==> src/rtl/rst_seq_pkg.sv <==
// Shared types and helpers for the sequenced reset synchronizer.
package rst_seq_pkg;

  typedef enum logic [2:0] {
    StAssert,
    StHold,
    StRelease,
    StDone,
    StRevAssert
  } rst_seq_state_e;

  // Smallest legal parameter values; smaller requests are clamped up to these.
  localparam int unsigned MinStages = 2;
  localparam int unsigned MinOuts   = 1;
  localparam int unsigned MinCycles = 1;

  // Bits needed to represent every value in 0..max_val (at least one bit).
  function automatic int unsigned width_for(input int unsigned max_val);
    return (max_val < 1) ? 1 : $clog2(max_val + 1);
  endfunction

  function automatic int unsigned max2(input int unsigned a, input int unsigned b);
    return (a > b) ? a : b;
  endfunction

endpackage

==> src/rtl/rst_sync_chain.sv <==
// Asynchronous-assert, synchronous-release flop chain for the incoming reset.
module rst_sync_chain #(
  parameter int unsigned NUM_STAGES = 2
) (
  input  logic CLK,
  input  logic RST,
  output logic sync_rel
);

  logic [NUM_STAGES-1:0] chain_q;

  always_ff @(posedge CLK or negedge RST) begin
    if (!RST) begin
      chain_q <= '0;
    end else begin
      chain_q <= {chain_q[NUM_STAGES-2:0], 1'b1};
    end
  end

  assign sync_rel = chain_q[NUM_STAGES-1];

endmodule

==> src/rtl/rst_seq_sync.sv <==
// Reset synchronizer plus ordered release of NUM_OUTS active-low resets.
// Define RST_SEQ_REV_ASSERT_EN to re-assert in reverse order on a SW request from DONE.
module rst_seq_sync
  import rst_seq_pkg::*;
#(
  parameter int unsigned NUM_STAGES  = 2,
  parameter int unsigned NUM_OUTS    = 4,
  parameter int unsigned HOLD_CYCLES = 16,
  parameter int unsigned STEP_CYCLES = 8
) (
  input  logic                CLK,
  input  logic                RST,
  input  logic                SW_RST_REQ,
  output logic [NUM_OUTS-1:0] SYNC_RST,
  output logic                RST_DONE
);

  localparam int unsigned Stages = max2(NUM_STAGES, MinStages);
  localparam int unsigned Outs   = max2(NUM_OUTS, MinOuts);
  localparam int unsigned Hold   = max2(HOLD_CYCLES, MinCycles);
  localparam int unsigned Step   = max2(STEP_CYCLES, MinCycles);

  localparam int unsigned CntW = width_for(max2(Hold, Step));
  localparam int unsigned IdxW = width_for(Outs);

  localparam logic [CntW-1:0] HoldLast = CntW'(Hold - 1);
  localparam logic [CntW-1:0] StepLast = CntW'(Step - 1);
  localparam logic [IdxW-1:0] IdxLast  = IdxW'(Outs - 1);

  logic sync_rel;

  rst_sync_chain #(
    .NUM_STAGES (Stages)
  ) u_sync_chain (
    .CLK      (CLK),
    .RST      (RST),
    .sync_rel (sync_rel)
  );

  rst_seq_state_e  state_q, state_d;
  logic [CntW-1:0] cnt_q, cnt_d;
  logic [IdxW-1:0] idx_q, idx_d;
  logic [Outs-1:0] sync_rst_q, sync_rst_d;
  logic            rst_done_q, rst_done_d;
  logic            sw_assert;

  // Requests that collapse every output low at once.
`ifdef RST_SEQ_REV_ASSERT_EN
  assign sw_assert = SW_RST_REQ && (state_q inside {StHold, StRelease});
`else
  assign sw_assert = SW_RST_REQ && (state_q inside {StHold, StRelease, StDone});
`endif

  always_comb begin
    state_d    = state_q;
    cnt_d      = cnt_q;
    idx_d      = idx_q;
    sync_rst_d = sync_rst_q;
    rst_done_d = rst_done_q;

    case (state_q)
      StAssert: begin
        sync_rst_d = '0;
        rst_done_d = 1'b0;
        cnt_d      = '0;
        idx_d      = '0;
        if (sync_rel) begin
          state_d = StHold;
        end
      end

      StHold: begin
        if (cnt_q == HoldLast) begin
          sync_rst_d[0] = 1'b1;
          idx_d         = IdxW'(1);
          cnt_d         = '0;
          if (Outs == 1) begin
            rst_done_d = 1'b1;
            state_d    = StDone;
          end else begin
            state_d = StRelease;
          end
        end else begin
          cnt_d = cnt_q + CntW'(1);
        end
      end

      StRelease: begin
        if (cnt_q == StepLast) begin
          sync_rst_d = sync_rst_q | (Outs'(1) << idx_q);
          cnt_d      = '0;
          idx_d      = idx_q + IdxW'(1);
          if (idx_q == IdxLast) begin
            rst_done_d = 1'b1;
            state_d    = StDone;
          end
        end else begin
          cnt_d = cnt_q + CntW'(1);
        end
      end

      StDone: begin
        sync_rst_d = '1;
        rst_done_d = 1'b1;
      end

`ifdef RST_SEQ_REV_ASSERT_EN
      // idx_q counts the bits still released; the highest of them drops next.
      StRevAssert: begin
        rst_done_d = 1'b0;
        if (cnt_q == StepLast) begin
          sync_rst_d = sync_rst_q & ~(Outs'(1) << (idx_q - IdxW'(1)));
          cnt_d      = '0;
          if (idx_q == IdxW'(1)) begin
            idx_d   = '0;
            state_d = StHold;
          end else begin
            idx_d = idx_q - IdxW'(1);
          end
        end else begin
          cnt_d = cnt_q + CntW'(1);
        end
      end
`endif

      default: begin
        state_d    = StAssert;
        sync_rst_d = '0;
        rst_done_d = 1'b0;
        cnt_d      = '0;
        idx_d      = '0;
      end
    endcase

`ifdef RST_SEQ_REV_ASSERT_EN
    if (SW_RST_REQ && (state_q == StDone)) begin
      rst_done_d = 1'b0;
      sync_rst_d = {Outs{1'b1}} >> 1;
      cnt_d      = '0;
      if (Outs == 1) begin
        idx_d   = '0;
        state_d = StHold;
      end else begin
        idx_d   = IdxLast;
        state_d = StRevAssert;
      end
    end
`endif

    if (sw_assert) begin
      sync_rst_d = '0;
      rst_done_d = 1'b0;
      cnt_d      = '0;
      idx_d      = '0;
      state_d    = StHold;
    end
  end

  always_ff @(posedge CLK or negedge RST) begin
    if (!RST) begin
      state_q    <= StAssert;
      cnt_q      <= '0;
      idx_q      <= '0;
      sync_rst_q <= '0;
      rst_done_q <= 1'b0;
    end else begin
      state_q    <= state_d;
      cnt_q      <= cnt_d;
      idx_q      <= idx_d;
      sync_rst_q <= sync_rst_d;
      rst_done_q <= rst_done_d;
    end
  end

  assign SYNC_RST = sync_rst_q;
  assign RST_DONE = rst_done_q;

endmodule
==> config.mk <==
export PLATFORM = sky130hd
export DESIGN_NAME = rst_seq_sync
export DESIGN_NICKNAME = d
export VERILOG_FILES = /design/src/rtl/rst_seq_pkg.sv /design/src/rtl/rst_sync_chain.sv /design/src/rtl/rst_seq_sync.sv
export SDC_FILE = /design/constraint.sdc
export NUM_CORES = 1
export LEC_CHECK = 0
export ABC_AREA = 1
export ABC_CLOCK_PERIOD_IN_PS = 2100
export CELL_PAD_IN_SITES_DETAIL_PLACEMENT = 1
export CELL_PAD_IN_SITES_GLOBAL_PLACEMENT = 2
export CORE_UTILIZATION = 34
export CTS_CLUSTER_DIAMETER = 150
export DETAILED_ROUTE_END_ITERATION = 16
export GPL_ROUTABILITY_DRIVEN = 0
export HOLD_SLACK_MARGIN = 0.12
export PLACE_DENSITY_LB_ADDON = 0.05
export SLEW_MARGIN = 10
export SYNTH_ARGS = -nofsm -noshare
export SYNTH_HDL_FRONTEND = slang
export SYNTH_SLANG_ARGS = --single-unit
==> constraint.sdc <==
create_clock -name CLK -period 2.1 [get_ports CLK]
set_input_delay 0.525 -clock CLK [delete_from_list [all_inputs] [get_ports CLK]]
set_output_delay 0.525 -clock CLK [all_outputs]
set_load 0.02 [all_outputs]
Word level (Yosys, flattened, before mapping)
Index checks and enable logic that the tools add are counted.

Flip-flop bits (word level): 18. Input bits: 3. Output and inout port bits: 5. Word-level logic and storage cells: 54.

$add $sub $neg: 2. Equal/unequal tests: 12. Shifts and indexed selects: 1. Multiplexer cells: 23. Bitwise logic cells: 1. Reductions and logical operators: 8.

Operators with widths (count): $mux 3 (8); $pmux 3 s3 (2); $mux 5 (3); $pmux 5 s3 (1); $ne 3x2->1 const B (4); $pmux 3 s4 (1); $eq 3x2->1 const B (3); $mux 4 (2); $pmux 1 s3 (2); $reduce_and 3->1 (2); $add 5x1->5 const B (1); $eq 5x3->1 const B (1); $eq 5x4->1 const B (1); $reduce_and 5->1 (1); $mux 1 (4); $ne 2x2->1 const B (2); $or 4x4->4 (1); $reduce_and 2->1 (2); $shl 1x3->4 const A (1); $add 3x1->3 const B (1); $eq 3x1->1 const B (1); $logic_not 3->1 (1); $reduce_bool 3->1 (1); $logic_and 1x1->1 (1).

Depth between registers and ports, before layout
Gate-level depths: netlist (run 1).

Depth after elaboration: 5. Depth in mapped cells: 10. Gate-level depth less buffers: 10.

By module
Synthesis (run 1) repeated with hierarchy kept, for this count alone.

Cell total of the unflattened synthesis: 141. Area total of the unflattened synthesis: 1088.5 um^2.

By module, submodules not included: rst_seq_sync (instances 1, cells each 138, area each 1034.7 um^2, seq. area each 375.4 um^2); rst_sync_chain (instances 1, cells each 3, area each 53.8 um^2, seq. area each 50.0 um^2).

Worst setup path before layout (run 1)
No wires, ideal clock.

Kind: register to register. Start point: register cnt_q[0]. End point: register idx_q[0]. Setup time: 0.121 ns. Data arrival time: 1.338 ns. Required time: 1.979 ns. Slack: 0.641 ns. Cell stages (with the launch flop): 11. Buffers on the path: 0. Period minus slack after synthesis: 1.459 ns. Path through: dfrtp_1 ha_1 nand2_1 nor2_1 ha_1 inv_1 nand3_2 nand2_2 nor2_4 nand2_2 o21ai_2.

Longest elaborated chain between the ends: 3. Elaborated cells on any way between the ends: 5. Classes of those cells: 4 x eq/ne; 1 x reduce/logical.

RTL lines: from (decl) (RTL line rst_seq_sync.sv:41) `logic [CntW-1:0] cnt_q, cnt_d;`; from (signal assigned) (RTL line rst_seq_sync.sv:168) `cnt_q <= cnt_d;`; $eq 5x3->1 or $eq 5x4->1 (tied branches) (RTL line rst_seq_sync.sv:89, rst_seq_sync.sv:73); $ne 3x2->1 (no line); $reduce_and 3->1 (no line) (*); to (signal assigned) (RTL line rst_seq_sync.sv:169) `idx_q <= idx_d;`; to (decl) (RTL line rst_seq_sync.sv:42) `logic [IdxW-1:0] idx_q, idx_d;`.

Every way passes the cells marked *; elsewhere a longest branch is shown, timed or not. A chain may end at the register's enable or synchronous reset.

Worst setup path after layout (run 1)
Start point: register sync_rst_q[0], in the netlist SYNC_RST[0]. End point: output SYNC_RST[0].

RTL lines: from (decl) (RTL line rst_seq_sync.sv:43) `logic [Outs-1:0] sync_rst_q, sync_rst_d;`; from (signal assigned) (RTL line rst_seq_sync.sv:170) `sync_rst_q <= sync_rst_d;`; to (decl) (RTL line rst_seq_sync.sv:14) `output logic [NUM_OUTS-1:0] SYNC_RST,`.

No word-level cell between the ends.

==> metrics.txt, run 1 <==
Worst-path clk slew=100 ps; DR WL/cell=13.1 um; Post-synth ARST share=1.00; fillers=399; met2 Use GR=0.322; crit path DAT=1310 ps; core area=3100 um^2; Synth area leaders=dfrtp_1, ha_1, nand2_1, inv_1, nor2_1; post-synth cell types=27; vias in the first global route=1005; CTS Buf Count=3; cts hold-fix bufs=0; clock buffer depth=2; Final Hold Vio Count=0; met1 usage=0.224; vias per inst=4.80; biggest area consumer among synthesized cells=dfrtp_1; dpl hpwl=2.07 mm; CP Data Required Time=1570 ps; vias post-DR=956; CP endpoint kind=primary output; Critical Path Start Type=register; first-pass GRT wire length=4.70 mm; GRT Total Usage=0.182; Antenna Nets Post-Route=0; clk sink count=17; cts repair resizes=0; Post-synth EDFFs=0; CP Class=reg -> out; Post-Synthesis Cells=142; First-pass DRT Iterations=4; delay-heaviest family, CP=buffers and inverters; Tmin final=1830 ps; Comb power frac=0.586; top-count cell post-synth=nand2_1; initial antenna violation count=0; busiest layer in global routing=met2; Post-Syn Nets=157; yosys warns=0; RSZ-0062 raised after global routing=false; post-synth top area share=0.377; cell with the largest stage delay on the worst path=clkdlybuf4s50_1; syn_area_per_cell=7.96 um^2; skew final=4.38 ps; Buf/Inv on CP=1; PortBufs=7; fin util=0.418; grt ovf=0; Pint=809 uW; final setup vio count=0; crit share post-route=0.873; nets=171; Psw=755 uW; leading post-synthesis cells by instance count=nand2_1, dfrtp_1, inv_1; largest net degree at the start of global routing=18; post-synthesis sequential area ratio=0.377; Worst Hold Class=reg -> reg; Synth Flop Type=dfrtp_1; hold slack=367 ps; Starting Density=0.364; DR iter-0 viols=32; DRC violations left=0; H-tree depth=1; TritonCTS clock tree=built; n_diodes=0; layout cell share with drive strength beyond 1=0.181; slowest stage delay, CP=610 ps; Power, Total=1560 uW; GRT met3 Usage=0.0197; Clock Power Share=0.115; Die Y-Extent=59.6 um; outcome=finished, final reports clean; post-route setup TNS=0 ps; Yosys reg bits=17; Area Overhead vs Synth=14.7%; # rows=20; maximum clock frequency=0.545 GHz; sequential share of power=0.300; root cell of the clock tree=clkbuf_4; num ports=8; Mapped Area=1130 um^2; Slew Viols, Final=0; Detailed Route WL=2.60 mm; Setup Buffers After CTS=0; Clock Latency Late Sink=290 ps; total die area=3560 um^2; PD cells=1210 nW/um^2; Max IR drop VDD=551 uV; Leakage Power=0.000632 uW; Max Cap Viol=0; Die Wd=59.6 um; crit path max fanout=3; Cell Chain, Critical Path=clkdlybuf4s50_1; switching share of total power=0.483
[layout make-up]
cell class                      count  area, um^2  share of cell area
Clock buffer                        4        26.3              0.0203
Inverter                           21        78.8              0.0608
Multi-Input combinational cell    104         626               0.483
Sequential cell                    17         425               0.328
Tap cell                           44        55.1              0.0425
Timing Repair Buffer                9        85.1              0.0656
[through the flow]
| step | instances | area [um^2] | worst slack [ps] |
|---|---|---|---|
| 2_1_floorplan | 142 | 1130 | 641 |
| 3_3_place_gp | 195 | 1270 | 279 |
| 3_5_place_dp | 195 | 1270 | 245 |
| 4_1_cts | 199 | 1300 | 256 |
| 5_1_grt | 199 | 1300 | 209 |
| 6_report | 199 | 1300 | 267 |
[state kept, by name, summed over array words and instances (netlist names)]
register / count
RST_DONE: 1
SYNC_RST: 4
u_sync_chain.chain_q: 2
cnt_q: 5
idx_q: 3
state_q: 2
[power by group through the flow]
| stage | sequential, uW | clock, uW | combinational [uW] |
|---|---|---|---|
| after floorplan | 502 | 0 | 633 |
| after global placement | 472 | 0 | 907 |
| after detailed placement | 476 | 0 | 923 |
| after CTS | 470 | 189 | 926 |
| after global routing | 482 | 197 | 1050 |
| final | 468 | 179 | 916 |
[layout by cell type (no fill, tap or decap)]
master,instances
clkbuf_1,1
nor3_1,1
dfrtp_1,17
nor3b_1,1
clkinv_1,1
clkdlybuf4s50_1,7
a31oi_1,1
ha_1,12
nand2_2,7
clkbuf_4,3
nor2_4,1
buf_4,2
o21bai_1,1
nand3_2,1
a21oi_1,7
nor2_1,12
a21boi_1,1
nand3b_1,1
or2_2,1
conb_1,1
nand2_4,3
nand4_1,4
nand3_1,5
inv_1,15
nor2_2,1
o21ai_2,3
o21ai_0,4
inv_2,5
a21oi_2,1
o21ai_1,2
nand2_1,33
[routing by layer]
layer / vias up / routed length (um)
li1: 475 / -
met1: 460 / 1140
met2: 16 / 1340
met3: 5 / 72
met4: 0 / 44
met5: - / 0
[logic make-up (layout without fill, tap and decap cells)]
| logic type | count (synthesis) | count (layout) | share of synthesized area |
|---|---|---|---|
| AO/OA/AOI/OAI | 20 | 20 | 0.107 |
| adder cells (fa/ha/maj) | 12 | 12 | 0.133 |
| buffers and inverters | 21 | 34 | 0.0698 |
| flip-flops | 17 | 17 | 0.377 |
| other | 1 | 1 | 0.00332 |
| AND/OR/NAND/NOR | 71 | 71 | 0.310 |
[worst paths after layout]
kind                                          from                 endpoint  slack [ps]  cells past startpoint
min in group asynchronous                      RST              SYNC_RST[2]         550                      2
min                        u_sync_chain.chain_q[0]  u_sync_chain.chain_q[1]         370                      0
max reg2reg                               cnt_q[0]                 idx_q[0]         420                     10
max                                    SYNC_RST[0]              SYNC_RST[0]         270                      1
max in group asynchronous                      RST                 cnt_q[2]        1350                      2
min reg2reg                u_sync_chain.chain_q[0]  u_sync_chain.chain_q[1]         370                      0
Power figures use the tool's default switching activity.
==> inputs of run 2 (changes only) <==
--- a/config.mk
+++ b/config.mk
@@ -9,13 +9,15 @@
 export ABC_CLOCK_PERIOD_IN_PS = 2100
 export CELL_PAD_IN_SITES_DETAIL_PLACEMENT = 1
 export CELL_PAD_IN_SITES_GLOBAL_PLACEMENT = 2
-export CORE_UTILIZATION = 34
+export CORE_UTILIZATION = 33
 export CTS_CLUSTER_DIAMETER = 150
 export DETAILED_ROUTE_END_ITERATION = 16
 export GPL_ROUTABILITY_DRIVEN = 0
 export HOLD_SLACK_MARGIN = 0.12
 export PLACE_DENSITY_LB_ADDON = 0.05
+export RECOVER_POWER = 100
 export SLEW_MARGIN = 10
 export SYNTH_ARGS = -nofsm -noshare
 export SYNTH_HDL_FRONTEND = slang
+export SYNTH_HIERARCHICAL = 1
 export SYNTH_SLANG_ARGS = --single-unit
==> run 2 against run 1 <==
Core utilization fell by 1.8 points. Design area fell by 4.3%. Combinational power fell by 9.8%. Highest routed layer unchanged. Via count fell by 1.2%. Die area fell by 0.70%. Worst setup slack got worse by 59 ps.
==> metrics.txt, run 2 <==
Area Overhead vs Synth=13.9%; CP Data Required Time=1570 ps; DRC violations left=0; Final Worst Setup Slack=208 ps; TritonCTS clock tree=built; post-synthesis sequential area ratio=0.391; Power, Total=1470 uW; Clock Power Share=0.124; cts hold-fix bufs=0; Clock Latency Late Sink=300 ps; crit path DAT=1370 ps; Hold Crit Endpoint=u_sync_chain/chain_q[1]; yosys warns=6; Worst-path clk slew=100 ps; Yosys reg bits=17; layout cell share with drive strength beyond 1=0.0714; DR WL/cell=13.1 um; final setup vio count=0; hold path start=u_sync_chain/chain_q[0]; Most flops, register=cnt_q; Post-Synth Simple-Gate Area=0.300; post-synth cell types=21; cts repair resizes=0; post-synth top area share=0.391; syn_area_per_cell=7.72 um^2; Detailed Route WL=2.59 mm; dpl hpwl=2.04 mm; clk sink count=17; DR iter-0 viols=18; Leakage Power=0.000628 uW; Slew Viols, Final=0; initial antenna violation count=0; combinational family with the most area after synthesis=simple AND/OR/NAND/NOR gates; First-pass DRT Iterations=4; Setup crit start=SYNC_RST[0]; cell with the largest stage delay on the worst path=dlygate4sd3_1; core area=3100 um^2; worst reg-to-reg setup slack=330 ps; Synth Area in XOR/XNOR=0; hold slack=383 ps; Pint=760 uW; hold path cells=0; Critical Path Start Type=register; Largest register FFs=5; first-pass GRT wire length=4.50 mm; clock buffer depth=2; Max Cap Viol=0; PortBufs=7; complex-gate fraction of the synthesized area=0.0954; vias in the first global route=989; reg2reg end=state_q[1]; biggest area consumer among synthesized cells=dfrtp_1; Final Hold Vio Count=0; Die Wd=59.4 um; PD cells=1190 nW/um^2; leading post-synthesis cells by instance count=nand2_1, inv_1, dfrtp_1; Antenna Nets Post-Route=0; Max IR drop VDD=411 uV; n_diodes=0; mux cell area share after synthesis=0; Worst-Margin Slew=959 ps; commonest non-fill, non-tap cell in the layout=nand2_1; Cell Chain, Critical Path=dlygate4sd3_1; Starting Density=0.351; post-route setup TNS=0 ps; crit share post-route=0.901; Post-synth EDFFs=0; switching share of total power=0.484; total die area=3530 um^2; maximum clock frequency=0.529 GHz; worst reg2reg path depth=7; Worst Hold Class=reg -> reg; Slew HR=0.361; root cell of the clock tree=clkbuf_4; RSZ-0062 raised after global routing=false; CTS Buf Count=3; Post-Syn Nets=156; Setup Buffers After CTS=0; crit path max fanout=3; delay-heaviest family, CP=buffers and inverters; Synth Flop Type=dfrtp_1; vias post-DR=945; Buf/Inv on CP=1; Synth area leaders=dfrtp_1, ha_1, nand2_1, inv_1, o21ai_0; Synth Area in Adders=0.138; CP Class=reg -> out; GRT Total Usage=0.176; Post-Synthesis Cells=141; FF-to-FF Start=state_q[0]; largest net degree at the start of global routing=18; slowest stage delay, CP=680 ps; top-count cell post-synth=nand2_1; H-tree depth=1; Tmin final=1890 ps; grt ovf=0; Comb power frac=0.561; nets=170; sequential share of power=0.315; most frequent cells in the layout=nand2_1, inv_1, dfrtp_1; skew final=3.51 ps; CP endpoint kind=primary output; outcome=finished, final reports clean; Psw=711 uW; num ports=8; critical path depth=1; Mapped Area=1090 um^2; Die Y-Extent=59.4 um; # rows=20; Post-synth ARST share=1.00; vias per inst=4.77; pre-CTS WS=149 ps
-- run 2: changes by cell type in the layout (fill, tap and decap cells not counted), moves of 3 or more --
cell / delta
inv_2: -4
inv_1: +5
nand2_1: +4
dlygate4sd3_1: +6
o21ai_0: +8
nand2_2: -6
nand3_1: +4
o21ai_2: -3
clkdlybuf4s50_1: -6
-- run 2: worst max path at each step --
stage          slack, ps     endpoint
2_1_floorplan        630     idx_q[0]
3_3_place_gp         200     cnt_q[0]
3_5_place_dp         150     cnt_q[0]
4_1_cts              240  SYNC_RST[0]
5_1_grt              150  SYNC_RST[0]
6_report             210  SYNC_RST[0]
-- run 2: layer usage --
| metal | global-route usage | routed length [um] |
|---|---|---|
| met2 | 0.295 | 1190 |
| met5 | 0 | 0 |
| met3 | 0.0393 | 54 |
| met1 | 0.225 | 1310 |
| met4 | 0.0510 | 30 |
-- run 2: cell families (layout without fill, tap and decap cells) --
kind of cell,after synthesis,in the layout
compound gates,20,20
fa+ha+maj,12,12
buf+inv,21,34
flops,17,17
other cells,1,1
simple gates,70,70
-- run 2: stage by stage --
step / utilization / instances / area [um^2]
after floorplan: - / 141 / 1090
after global placement: 0.396 / 194 / 1230
after detailed placement: 0.396 / 194 / 1230
after CTS: 0.404 / 198 / 1250
after global routing: 0.400 / 198 / 1240
final: 0.400 / 198 / 1240
-- run 2: area by class of cell --
class	instances	area (um^2)
fill	402	1860
clock buffer	4	26.3
multi-input combinational	103	573
sequential	17	425
timing repair buffer	9	81.3
tap	44	55.1
inverter	21	78.8
-- run 2: worst reg2reg max path, cell delays in order (launching register included) --
cell     delay (ps)
dfrtp_1         430
inv_1           100
ha_1            180
inv_1           110
a21oi_1         530
a21oi_1         130
nand4_1         120
nand2_1          70
-- run 2: power by group through the flow --
stage / logic (uW) / registers [uW] / clock network [uW]
detailed placement: 870 / 475 / 0
CTS: 875 / 468 / 195
global route: 955 / 474 / 206
global placement: 862 / 469 / 0
floorplan: 545 / 509 / 0
finish: 826 / 463 / 182
